### src/rtl/wave_synth_pkg.sv
// Shared definitions for the DDS waveform synthesiser: waveform mode codes,
// sequencer state codes and a constant-evaluable ceil(log2()) helper.
// No logic; no latency; no backpressure.
package wave_synth_pkg;

  typedef enum logic [1:0] {
    MODE_SINE   = 2'd0,
    MODE_SQUARE = 2'd1,
    MODE_SAW    = 2'd2,
    MODE_TRI    = 2'd3
  } mode_t;

  typedef enum logic [1:0] {
    ST_IDLE  = 2'd0,
    ST_LOOK  = 2'd1,
    ST_SCALE = 2'd2,
    ST_OUT   = 2'd3
  } state_t;

  // ceil(log2(value)); returns 0 for value <= 1
  function automatic int clog2(input int value);
    int r;
    r = 0;
    while ((1 << r) < value) r = r + 1;
    return r;
  endfunction

endpackage

### src/rtl/wave_synth_pwm.sv
// PWM generator: free-running W-bit counter, output high while counter < duty.
// Latency: pwm_out registered, follows duty one clk later; period 2^W clk.
// Backpressure: none, free-running; only built when WSYNTH_PWM_EN is defined.
`ifdef WSYNTH_PWM_EN
module wave_synth_pwm #(
  parameter int W = 8
) (
  input  logic         clk,
  input  logic         rst,
  input  logic [W-1:0] duty,
  output logic         pwm_out
);

  logic [W-1:0] cnt;

  // Free-running ramp and registered compare; duty 0 never goes high,
  // all-ones duty is high for all but one count.
  always_ff @(posedge clk or negedge rst) begin
    if (!rst) begin
      cnt     <= '0;
      pwm_out <= 1'b0;
    end else begin
      cnt     <= cnt + 1'b1;
      pwm_out <= (cnt < duty);
    end
  end

endmodule
`endif

### src/rtl/wave_synth_dds.sv
// Multi-channel DDS synthesiser: phase accumulators, per-channel mode/amp, time-multiplexed mix.
// Latency: sample_valid pulses 2*CH+2 clk after the tick cycle; uses post-tick phases.
// Backpressure: cfg_ready drops during tick and the whole sequence; WSYNTH_PWM_EN adds PWM output.
module wave_synth_dds
  import wave_synth_pkg::*;
#(
  parameter int CH      = 2,
  parameter int PHASE_W = 24,
  parameter int OUT_W   = 8,
  parameter int LUT_AW  = 8,
  parameter int SR_DIV  = 976,
  localparam int CW     = (CH > 1) ? clog2(CH) : 1
) (
  input  logic               clk,
  input  logic               rst,
  input  logic [CH-1:0]      en,
  input  logic               cfg_valid,
  output logic               cfg_ready,
  input  logic [CW-1:0]      cfg_ch,
  input  logic [PHASE_W-1:0] cfg_tuning,
  input  logic [1:0]         cfg_mode,
  input  logic [OUT_W-1:0]   cfg_amp,
  output logic [LUT_AW-1:0]  lut_addr,
  input  logic [OUT_W-1:0]   lut_data,
  output logic [OUT_W-1:0]   sample_out,
  output logic               sample_valid,
  output logic               pwm_out
);

  localparam int SH    = clog2(CH);
  localparam int ACC_W = OUT_W + SH;
  localparam int TW    = (SR_DIV > 1) ? clog2(SR_DIV) : 1;

  // per-channel state
  logic [PHASE_W-1:0] phase  [CH];
  logic [PHASE_W-1:0] tuning [CH];
  mode_t              mode   [CH];
  logic [OUT_W-1:0]   amp    [CH];

  // sequencer state
  state_t             state;
  logic [CW-1:0]      ch_idx;
  logic [OUT_W-1:0]   raw;
  logic [ACC_W-1:0]   acc;
  logic [TW-1:0]      tick_cnt;

  logic               tick;
  logic               cfg_fire;
  logic               cfg_hit;
  logic [OUT_W-1:0]   p;
  logic [OUT_W-1:0]   raw_next;
  logic [OUT_W:0]     amp_p1;
  logic [2*OUT_W:0]   prod;
  logic [ACC_W-1:0]   scaled;

  assign tick     = (tick_cnt == TW'(SR_DIV - 1));
  assign cfg_ready = (state == ST_IDLE) && !tick && rst;
  assign cfg_fire = cfg_valid && cfg_ready;
  // out-of-range channel numbers are acknowledged but change nothing
  assign cfg_hit  = ({1'b0, cfg_ch} < (CW + 1)'(CH));

  // the channel currently being sequenced drives the table address
  assign lut_addr = phase[ch_idx][PHASE_W-1 -: LUT_AW];
  assign p        = phase[ch_idx][PHASE_W-1 -: OUT_W];

  // amp+1 makes all-ones amplitude an exact unity gain after >> OUT_W
  assign amp_p1 = {1'b0, amp[ch_idx]} + (OUT_W + 1)'(1);
  assign prod   = {{(OUT_W + 1){1'b0}}, raw} * {{OUT_W{1'b0}}, amp_p1};
  assign scaled = en[ch_idx] ? ACC_W'(prod >> OUT_W) : '0;

  // Waveform shaping of the selected channel's phase
  always_comb begin
    raw_next = '0;
    case (mode[ch_idx])
      MODE_SINE:   raw_next = lut_data;
      MODE_SQUARE: raw_next = p[OUT_W-1] ? '1 : '0;
      MODE_SAW:    raw_next = p;
      MODE_TRI:    raw_next = p[OUT_W-1] ? ~{p[OUT_W-2:0], 1'b0} : {p[OUT_W-2:0], 1'b0};
      default:     raw_next = '0;
    endcase
  end

  // Sample-rate divider: tick on the last count of each period
  always_ff @(posedge clk or negedge rst) begin
    if (!rst) begin
      tick_cnt <= '0;
    end else if (tick) begin
      tick_cnt <= '0;
    end else begin
      tick_cnt <= tick_cnt + 1'b1;
    end
  end

  // Phase accumulation on tick; config writes only in idle non-tick cycles, so they never collide
  always_ff @(posedge clk or negedge rst) begin
    if (!rst) begin
      for (int i = 0; i < CH; i++) begin
        phase[i]  <= '0;
        tuning[i] <= '0;
        mode[i]   <= MODE_SINE;
        amp[i]    <= '1;
      end
    end else if (tick) begin
      for (int i = 0; i < CH; i++) begin
        if (en[i]) phase[i] <= phase[i] + tuning[i];
      end
    end else if (cfg_fire && cfg_hit) begin
      phase[cfg_ch]  <= '0;
      tuning[cfg_ch] <= cfg_tuning;
      mode[cfg_ch]   <= mode_t'(cfg_mode);
      amp[cfg_ch]    <= cfg_amp;
    end
  end

  // Lookup/scale/mix sequencer with registered sample outputs
  always_ff @(posedge clk or negedge rst) begin
    if (!rst) begin
      state        <= ST_IDLE;
      ch_idx       <= '0;
      raw          <= '0;
      acc          <= '0;
      sample_out   <= '0;
      sample_valid <= 1'b0;
    end else begin
      sample_valid <= 1'b0;
      case (state)
        ST_IDLE: begin
          if (tick) begin
            state  <= ST_LOOK;
            ch_idx <= '0;
            acc    <= '0;
          end
        end
        ST_LOOK: begin
          raw   <= raw_next;
          state <= ST_SCALE;
        end
        ST_SCALE: begin
          acc <= acc + scaled;
          if (ch_idx == CW'(CH - 1)) begin
            state <= ST_OUT;
          end else begin
            ch_idx <= ch_idx + 1'b1;
            state  <= ST_LOOK;
          end
        end
        ST_OUT: begin
          sample_out   <= OUT_W'(acc >> SH);
          sample_valid <= 1'b1;
          state        <= ST_IDLE;
        end
        default: state <= ST_IDLE;
      endcase
    end
  end

`ifdef WSYNTH_PWM_EN
  wave_synth_pwm #(
    .W(OUT_W)
  ) u_pwm (
    .clk     (clk),
    .rst     (rst),
    .duty    (sample_out),
    .pwm_out (pwm_out)
  );
`else
  assign pwm_out = 1'b0;
`endif

endmodule

### config.mk
export PLATFORM = sky130hd
export DESIGN_NAME = wave_synth_dds
export DESIGN_NICKNAME = d
export VERILOG_FILES = /design/src/rtl/wave_synth_pkg.sv /design/src/rtl/wave_synth_pwm.sv /design/src/rtl/wave_synth_dds.sv
export SDC_FILE = /design/constraint.sdc
export NUM_CORES = 1
export LEC_CHECK = 0
export ABC_CLOCK_PERIOD_IN_PS = 14750
export CAP_MARGIN = 20
export CORE_ASPECT_RATIO = 2
export CORE_UTILIZATION = 44
export DETAILED_ROUTE_END_ITERATION = 8
export SLEW_MARGIN = 20
export SYNTH_ARGS = -nofsm -noshare
export SYNTH_HDL_FRONTEND = slang
export SYNTH_SLANG_ARGS = --single-unit
export TNS_END_PERCENT = 5
### constraint.sdc
create_clock -name clk -period 14.75 [get_ports clk]
set_input_delay 3.6875 -clock clk [delete_from_list [all_inputs] [get_ports clk]]
set_output_delay 3.6875 -clock clk [all_outputs]
set_load 0.05 [all_outputs]
# --- Yosys cells after proc, flatten, opt, wreduce, memory -nomap -nowiden ---
# Index checks and enable logic that the tools add are counted.
totals:
  output_inout_bits: 19
  inputBits: 48
  wordCells: 93
  regBits: 155
op_classes:
  n_mul: 1
  eq_ne: 10
  bitwise: 6
  muxes: 38
  addsub: 6
  n_lt_le_gt_ge: 4
  n_reduce_logical: 13
op_table:
  columns: ["operator", "n"]
  rows:
  - ["2-to-1 mux 24 bit", 6]
  - ["2-to-1 mux 48 bit", 2]
  - ["adder 24 bit", 2]
  - ["AND 48 bit", 1]
  - ["bitwise mux 48 bit", 1]
  - ["2-to-1 mux 8 bit", 6]
  - ["NOT 48 bit", 1]
  - ["one-hot mux 8 bit (4 select lines)", 1]
  - ["demux 24 bit (select 1 bit)", 1]
  - ["2-to-1 mux 9 bit", 2]
  - ["one-hot mux 9 bit (2 select lines)", 1]
  - ["multiplier 8 x 9 -> 17 bit", 1]
  - ["bitwise mux 16 bit", 1]
  - ["2-to-1 mux 2 bit", 6]
  - ["adder 10 x 1 -> 10 bit, second input constant", 1]
  - ["== test 10 bit, second input constant", 1]
  - ["2-to-1 mux 10 bit", 1]
  - ["adder 8 x 1 -> 9 bit, second input constant", 1]
  - ["adder 9 bit", 1]
  - ["demux 8 bit (select 1 bit)", 1]
  - ["== test 2 bit, second input constant", 4]
  - ["NOT 8 bit", 1]
  - ["one-hot mux 2 bit (4 select lines)", 1]
  - ["AND reduction 2 bit", 4]
  - ["other kinds (16)", 30]

# --- Logic depth before layout (Yosys ltp) ---
# Gate-level depths: netlist of the first run.
depth:
  word_depth: 9
  depth_mapped: 32
  mapped_depth_nobuf: 31

# --- Worst setup path before layout of the first run ---
# OpenSTA, ideal clock, no wires.
synth_path:
  kind: "input to output"
  startpoint: "input port rst"
  endpoint: "output port cfg_ready"
  arrival_time_ns: 4.306
  required_time_ns: 11.062
  path_slack_ns: 6.756
  path_stages: 1
  cell_sequence: "nor4b_4"
synth_between:
  elab_chain_len: 1
synth_rtl:
  columns: ["item", "line", "rtl"]
  rows:
  - ["start: declaration", "wave_synth_dds.sv:15", "input logic rst,"]
  - ["logical AND 1 bit", "wave_synth_dds.sv:57", "assign cfg_ready = (state == ST_IDLE) && !tick && rst;"]
  - ["end: declaration", "wave_synth_dds.sv:18", "output logic cfg_ready,"]
# No other way between the ends.

# --- Worst setup path in the final report of the first run ---
# Same ends and word-level chain as after synthesis.

==> out/metrics.yaml, run 1 <==
initial_core_util_pct: 44.94
postSynthCellCount: 1151
globalplace.congestion: 0.8117
rr_worst_depth: 28
grt_first_pass_wirelength_um: 43470
area_growth_syn_to_layout_pct: 14.79
synthXorXnorAreaFrac_pct: 5.483
post-cts-setup-buffers: 0
worst_setup_path_start_kind: "primary input"
synthDistinctLibCells: 62
clk-insertion-delay-late_ps: 440
period_minus_slack_ps: 8850
power_density_mw_per_mm2: 255.0
crit_slowest_cell: "clkdlybuf4s50_1"
dr.pass1.iters: 5
clockRootBuffer: "clkbuf_16"
drive_gt1_share_pct: 10.13
num-nets-final: 1393
cts_tree: "built"
power.switching_mw: 1.453
dp_hpwl_um: 20930
numCtsBuffers: 17
placed_cell_area_mm2: 0.01203
r2r-end: "acc[8]"
r2r_slack_ps: 6940
cp.buffers_inverters: 2
totalPowerFinal_mw: 3.226
fin_crit_sh_pct: 60.00
placedCellCount: 1524
synth-adder-area-share_pct: 18.21
cellInternalPower_mw: 1.773
htree_levels: 4
worst-path-stages: 3
ys_seq_area_share_pct: 35.37
clk_pin_slew_ps: 60
cts_buffer_depth: 2
track_usage_pct: 22.37
vias: 8258
fill_cells: 2363
fin_area_mm2: 0.01265
status: "finished clean"
critPathLaunch: "rst"
drv_cap: 0
synth-simple-area-share_pct: 15.55
r2r-start: "ch_idx"
hold_ws_ps: 451.8
irDropWorstVdd_v: 0.0003806
rsz0062_at_grt: "false"
setup_tns_ps: 0
ys_warn_count: 0
cpPeakStageDelay_ps: 860
synth_top_family_by_area: "adder cells"
async_flop_share_pct: 100.0
ys.flop_type: "dfrtp_1"
p_seq_share_pct: 15.3
skew_ps: 11.81
wl_per_cell_um: 17.28
routed_via_density: 5.307
fin_cells: 1556
dieHeight_um: 225.8
slew_headroom_pct: 39.13
yosysTopAreaCellShare_pct: 31.56
cellLeakagePower_nw: 5.905
hold_path_class: "flip-flop to flip-flop"
ios: 67
num_rows: 81
core_area_mm2: 0.02453
hold_buffers: 0
final_antenna_net_count: 0
worstMarginPinSlew_ps: 913.1
p_clk_share_pct: 14.5
syn_avg_cell_area_um2: 9.576
ys_seq_elements: 155
cpLargestDelayFamily: "buffers and inverters"
fmax_ghz: 0.1130
routed_wl_um: 26880
synth_compound_area_share_pct: 13.94
hold_viol: 0
antenna_found_initial: 0
drc: 0
maxSlewViolCount: 0
post_cts_resized: 0
synth_area_mm2: 0.01102
crit_arrival_ps: 5160
worstPathRequired_ps: 11060
ys_top_cells_by_area: "dfrtp_1 32%, ha_1 10%, fa_1 8.0%"
drt_iter0_drc: 227
antenna_cells: 0
die_w_um: 113.9
die_area_mm2: 0.02573
synth_nets: 1333
setup_viol: 0
cp-endpoint: "cfg_ready"
grt_start_max_net_pins: 71
cp_max_fo: 33
end_kind: "primary output"
swShare_pct: 45.04
clock_sink_count: 155
criticalPathCategory: "primary input to primary output"
cp_cell_sequence: "buf_6 -> nor4b_4 -> clkdlybuf4s50_1"
grt_pass1_vias: 8752
gr-total-overflow: 0
synth_edf_count: 0
numPortBuffers: 65
synth.largest_area_cell: "dfrtp_1"
pwr-share-comb_pct: 70.2
synthMuxAreaShare_pct: 7.209
==> per-stage QoR <==
stage / worst slack, ps / utilization, %
floorplan: 6756 / -
global placement: 5897 / 49.03
detailed placement: 5884 / 49.03
CTS: 5874 / 51.59
global route: 5827 / 51.59
finish: 5900 / 51.59
==> layout make-up <==
class / count / area, um2 / area share (%)
Timing Repair Buffer: 74 / 719.4 / 5.686
Inverter: 87 / 326.6 / 2.581
Sequential cell: 155 / 3899 / 30.81
Multi-Input combinational cell: 876 / 6665 / 52.68
Clock inverter: 12 / 160.2 / 1.266
Clock buffer: 20 / 466.7 / 3.689
Tap cell: 332 / 415.4 / 3.283
==> layout by cell type (no fill, tap or decap), types with 4 or more instances in the layout <==
cell and count:
buf_4 9, nand4_1 5, a31oi_1 6, a21oi_1 69, o21ai_0 83, dfstp_2 16, or3_1 4, mux2_2 57
inv_1 87, nand2_1 147, o31ai_1 5, xor2_1 30, o21a_1 5, ha_1 90, a21o_1 21, and2_1 48
nor2_1 35, nor3_1 14, nand3_1 40, nand2b_1 9, nor2b_1 29, dfrtp_1 139, fa_1 44, clkinvlp_4 4
and3_1 7, o211ai_1 10, clkdlybuf4s50_1 64, a211oi_1 9, o21bai_1 13, mux2i_1 13, clkbuf_16 17, o21ai_1 4
xnor2_1 39
==> worst min path at each step <==
| stage | from | endpoint | slack (ps) | cells past startpoint |
|---|---|---|---|---|
| floorplan | tick_cnt[0] | tick_cnt[0] | 430 | 1 |
| global placement | tick_cnt[0] | tick_cnt[0] | 440 | 1 |
| detailed placement | tick_cnt[0] | tick_cnt[0] | 450 | 1 |
| CTS | tick_cnt[0] | tick_cnt[0] | 460 | 1 |
| global route | tick_cnt[0] | tick_cnt[0] | 470 | 1 |
| finish | tick_cnt[0] | tick_cnt[0] | 450 | 1 |
==> cell families (layout without fill, tap and decap cells) <==
family | after synthesis | in the layout
adders and majority gates | 134 | 134
buffers and inverters | 120 | 193
and+or+nand+nor | 351 | 351
AOI/OAI and AO/OA | 250 | 250
other | 1 | 1
DFF | 155 | 155
muxes | 71 | 71
xor gates and xnor gates | 69 | 69
==> layer usage <==
metal  GRT usage (%)  vias to the layer above  part of all wire (%)
li1                -                     4083                     -
met1           21.36                     4031                    35
met2           45.87                      108                    59
met3           3.892                       36                   2.7
met4           8.253                        0                   2.7
met5               0                        -                     0
==> flip-flops by register name, summed over array words and instances, names as in the netlist <==
signal        count
acc               9
amp              16
ch_idx            1
mode              4
phase            48
raw               8
sample_out        8
sample_valid      1
state             2
tick_cnt         10
tuning           48
==> synth_stat cells, types with 3 or more instances <==
cell      instances
dfrtp_1         139
nand2_1         147
and3_1            7
nor3_1           14
clkbuf_1         23
nand4_1           5
xnor2_1          39
xor2_1           30
o211ai_1         10
a21oi_1          69
dfstp_2          16
nor2_1           35
or3_1             4
a21o_1           21
a32oi_1           3
a211oi_1          9
buf_2             7
o21a_1            5
inv_1            87
fa_1             44
nand2b_1          9
o21bai_1         13
o21ai_1           4
a31oi_1           6
ha_1             90
mux2_2           57
and2_1           48
mux2i_1          13
o31ai_1           5
nand3_1          41
o21ai_0          83
nor2b_1          29
==> power by group through the flow <==
stage	registers, mW	logic, mW	clock network [mW]
3_3_place_gp	0.501	2.25	0
4_1_cts	0.494	2.32	0.478
2_1_floorplan	0.487	1.81	0
5_1_grt	0.496	2.60	0.492
6_report	0.493	2.27	0.467
3_5_place_dp	0.502	2.31	0
No activity file was read; power rests on OpenSTA's default activity.
==> run 2: changes to the inputs <==
ABC_CLOCK_PERIOD_IN_PS = 8900   (was 14750)
clock period = 8.9 ns   (was 14.75 ns; I/O delays follow)
==> run 2 against run 1 <==
Net effect:
- combinational power rose by 63%
- setup slack got worse by 4400 ps
- register-to-register slack got worse by 5400 ps
- cell count stayed put
- via count increased by 1.1%
- clock power grew 50%
==> out/metrics.yaml, run 2 (synthesis results as in run 1) <==
numCtsBuffers: 17
area_growth_syn_to_layout_pct: 14.41
hold_ws_ps: 470.3
initial_core_util_pct: 44.94
grt_start_max_net_pins: 77
post-cts-setup-buffers: 0
worstPathRequired_ps: 9250
dr.pass1.iters: 5
setup_tns_ps: 0
drive_gt1_share_pct: 10.13
dieHeight_um: 225.8
maxSlewViolCount: 0
ios: 67
routed_wl_um: 27440
num-nets-final: 1393
slew_headroom_pct: 40.18
totalPowerFinal_mw: 5.232
antenna_found_initial: 0
antenna_cells: 0
die_w_um: 113.9
routed_via_density: 5.364
track_usage_pct: 23.12
die_area_mm2: 0.02573
fin_crit_sh_pct: 82.83
clk-insertion-delay-late_ps: 440
clock_sink_count: 155
vias: 8346
worstMarginPinSlew_ps: 895.5
p_seq_share_pct: 15.7
fin_ws_ps: 1528
irDropWorstVdd_v: 0.0005960
cpPeakStageDelay_ps: 580
period_minus_slack_ps: 7372
cp.buffers_inverters: 3
hold_viol: 0
final_common_cell: "nand2_1"
cp_max_fo: 30
pwr-share-comb_pct: 71.0
cts_buffer_depth: 2
end_kind: "flip-flop"
drt_iter0_drc: 237
cpLargestDelayFamily: "adder cells"
cellLeakagePower_nw: 5.888
drv_cap: 0
status: "finished clean"
crit_slowest_cell: "a221oi_1"
skew_ps: 10.97
cellInternalPower_mw: 2.846
fill_cells: 2320
wl_per_cell_um: 17.63
rsz0062_at_grt: "false"
worst_setup_path_start_kind: "flip-flop"
grt_pass1_vias: 8777
grt_first_pass_wirelength_um: 44970
num_rows: 81
fmax_ghz: 0.1357
core_area_mm2: 0.02453
drc: 0
setup_viol: 0
htree_levels: 4
hold_buffers: 0
pre_cts_slack_ps: 1513
power_density_mw_per_mm2: 415.0
p_clk_share_pct: 13.4
clk_pin_slew_ps: 70
placed_cell_area_mm2: 0.01202
final_antenna_net_count: 0
final_cell_mix: "147 x nand2_1, 139 x dfrtp_1, 90 x ha_1"
hold_path_class: "flip-flop to flip-flop"
criticalPathCategory: "flip-flop to flip-flop"
gr-total-overflow: 0
crit_arrival_ps: 7720
dp_hpwl_um: 21470
globalplace.congestion: 0.8900
clockRootBuffer: "clkbuf_16"
fin_area_mm2: 0.01261
swShare_pct: 45.61
numPortBuffers: 65
post_cts_resized: 0
power.switching_mw: 2.387
largestRegisters: "phase (48), tuning (48), amp (16)"
cts_tree: "built"
[run 2: cell count changes in the layout (fill, tap and decap cells not counted), sizes merged]
cell,delta
bufinv,-3
clkbuf,-1
clkinv,+3
clkinvlp,-1
inv,+2
[run 2: area by class of cell]
type                    instances  area, um2  area share (%)
well taps                     332      415.4           3.294
inverters                      87      326.6           2.590
repair buffers                 74      739.5           5.864
flip-flops and latches        155       3899           30.92
clock buffers                  19      452.9           3.592
clock inverters                13      111.4          0.8831
multi-input cells             876       6665           52.86
[run 2: routing by layer]
layer,global-route usage (%),up-vias,share of wire [%]
met5,0,-,0
met4,9.761,0,3.3
met3,3.811,41,2.3
met2,46.70,114,59
met1,22.31,4091,35
li1,-,4100,-
[run 2: final timing paths]
check	startpoint	end	slack [ps]	cells past startpoint
max	ch_idx	acc[8]	1530	27
min	tick_cnt[0]	tick_cnt[0]	470	1
max reg2reg	ch_idx	acc[8]	1530	27
min reg2reg	tick_cnt[0]	tick_cnt[0]	470	1
max in group asynchronous	rst	acc[6]	5600	4
min in group asynchronous	rst	phase[2]	1680	1
[run 2: stage by stage]
stage                     utilization [%]  instances
after floorplan                         -       1151
after global placement              49.00       1523
after detailed placement            49.00       1523
after CTS                           51.30       1555
after global routing                51.41       1556
final                               51.41       1556
[run 2: worst register-to-register path, cell delays in order (launching register included)]
cell      delay, ps
dfrtp_1         490
buf_4           390
a32o_1          240
nand2_1          80
xnor2_1         540
nor2b_1         130
fa_1            460
ha_1            290
inv_1            50
fa_1            500
fa_1            550
inv_1            40
ha_1            290
and2_1          180
a221oi_1        580
a311oi_2        270
o31ai_2         360
a21oi_1         150
o21a_1          200
nor2_1          110
xor2_1          160
nor2_1           60
ha_1            340
a21o_1          170
a31oi_1         180
xor2_1          200
nand2_1          80
mux2i_1         180
[run 2: power by group through the flow]
stage	registers, mW	clock network [mW]	logic (mW)
2_1_floorplan	0.807	0	3.00
3_3_place_gp	0.833	0	3.71
3_5_place_dp	0.834	0	3.77
4_1_cts	0.821	0.718	3.79
5_1_grt	0.825	0.744	4.34
6_report	0.820	0.699	3.71
==> run 3: changes to the inputs <==
ABC_CLOCK_PERIOD_IN_PS = 6500   (was 8900)
clock period = 6.5 ns   (was 8.9 ns; I/O delays follow)
==> run 3 against run 2 <==
Net effect:
- setup slack got worse by 1500 ps
- cell count increased by 3.7%
- non-clock buffer count increased by 57
- hold slack got worse by 11 ps
- critical path type unchanged
- sequential share of layout area decreased by 1.7 points
- critical path depth increased by 3
==> out/metrics.yaml, run 3 (synthesis results as in run 1) <==
status: "finished clean"
drv_cap: 0
htree_levels: 4
crit_arrival_ps: 6810
die_area_mm2: 0.02573
dieHeight_um: 225.8
slew_headroom_pct: 43.91
drc: 0
hold_buffers: 0
numPortBuffers: 65
routed_wl_um: 28630
gr-total-overflow: 0
skew_ps: 11.79
vias: 8639
clock_sink_count: 155
met2_length_um: 16840
period_minus_slack_ps: 6485
fin_crit_sh_pct: 99.76
drive_gt1_share_pct: 18.50
cts_tree: "built"
num-nets-final: 1450
worst_setup_path_start_kind: "flip-flop"
area_growth_syn_to_layout_pct: 20.90
routed.top_layer: "met4"
worstPathRequired_ps: 6820
hold_path_class: "flip-flop to flip-flop"
worstMarginPinSlew_ps: 841.3
grt_start_max_net_pins: 57
ios: 67
rsz0062_at_grt: "true"
clk-insertion-delay-late_ps: 450
m1WireLength_um: 9839
hold_viol: 0
cp_max_fo: 4
wl_per_cell_um: 17.75
setup_viol: 0
rr_worst_depth: 30
dp_hpwl_um: 22270
initial_core_util_pct: 44.94
drt_iter0_drc: 272
num_rows: 81
final_antenna_net_count: 0
fmax_ghz: 0.1542
globalplace.congestion: 0.9066
largestRegisters: "phase (48), tuning (48), amp (16)"
cpMostUsedCell: "fa_1"
cts_buffer_depth: 2
final_common_cell: "nand2_1"
cpPeakStageDelay_ps: 520
criticalPathCategory: "flip-flop to flip-flop"
die_w_um: 113.9
antenna_cells: 0
core_area_mm2: 0.02453
met3WireLength_um: 727
grt_pass1_vias: 9005
track_usage_pct: 23.54
final_cell_mix: "143 x nand2_1, 138 x dfrtp_1, 82 x o21ai_0, 82 x ha_1, 80 x inv_1"
routed_via_density: 5.356
dr.pass1.iters: 4
grt_first_pass_wirelength_um: 45480
final_util_pct: 54.33
numCtsBuffers: 17
clockRootBuffer: "clkbuf_16"
clk_pin_slew_ps: 70
crit_slowest_cell: "fa_1"
antenna_found_initial: 0
maxSlewViolCount: 0
hold_depth: 1
end_kind: "flip-flop"
==> run 3: per-stage QoR <==
step / instances / area [um2] / worst slack [ps] / TNS, ps / hold WS (ps)
after floorplan: 1151 / 11040 / 0.8153 / 0 / 425.1
after detailed placement: 1566 / 12360 / -212.9 / -356.7 / 456.2
after global placement: 1566 / 12360 / -64.26 / -94.29 / 448.8
after global routing: 1613 / 13330 / -256.1 / -650.0 / 491.7
after CTS: 1604 / 13080 / 14.67 / 0 / 464.9
final: 1613 / 13330 / 15.30 / 0 / 459.2
==> run 3: layout make-up <==
type,instances,area (um2)
clock buffer,17,425.4
clock inverter,15,113.9
fill,2290,11200
inverter,87,326.6
multi-input combinational,876,6989
sequential,155,3900
tap,332,415.4
timing repair buffer,131,1155
==> run 3: critical path, delay by kind of cell, from the launching register on <==
kind                     cells  cell delay, ps
multiplexers                 2             340
buffers and inverters        4             290
AND/OR/NAND/NOR              6             860
flip-flops                   1             420
AO/OA/AOI/OAI                8            1240
adder cells (fa/ha/maj)      7            2630
XOR/XNOR                     3             560
==> run 3: final timing paths <==
check | start | to | slack [ps]
worst max-delay path | ch_idx | acc[8] | 20
worst min-delay path | tick_cnt[0] | tick_cnt[0] | 460
worst max register to register | ch_idx | acc[8] | 20
worst min register to register | tick_cnt[0] | tick_cnt[0] | 460
max in group asynchronous | rst | tuning[17] | 4220
min in group asynchronous | rst | mode[3] | 1140
==> run 3: routing by layer <==
| metal | global-route usage (%) | vias to the layer above |
|---|---|---|
| met3 | 3.543 | 64 |
| met1 | 22.41 | 4239 |
| met2 | 47.52 | 144 |
| met4 | 11.27 | 0 |
| li1 | - | 4192 |
| met5 | 0 | - |
==> run 3: what timing repair did <==
item / in CTS / in global routing
setup buffers: 6 / 9
resized for setup: 29 / 39
pin swaps: 7 / 52
setup endpoints to repair: 4 / 5
Power of run 3 is left out: the tool's default activity adds up to more than one toggle a clock period on the data nets, which glitch-free logic cannot reach.
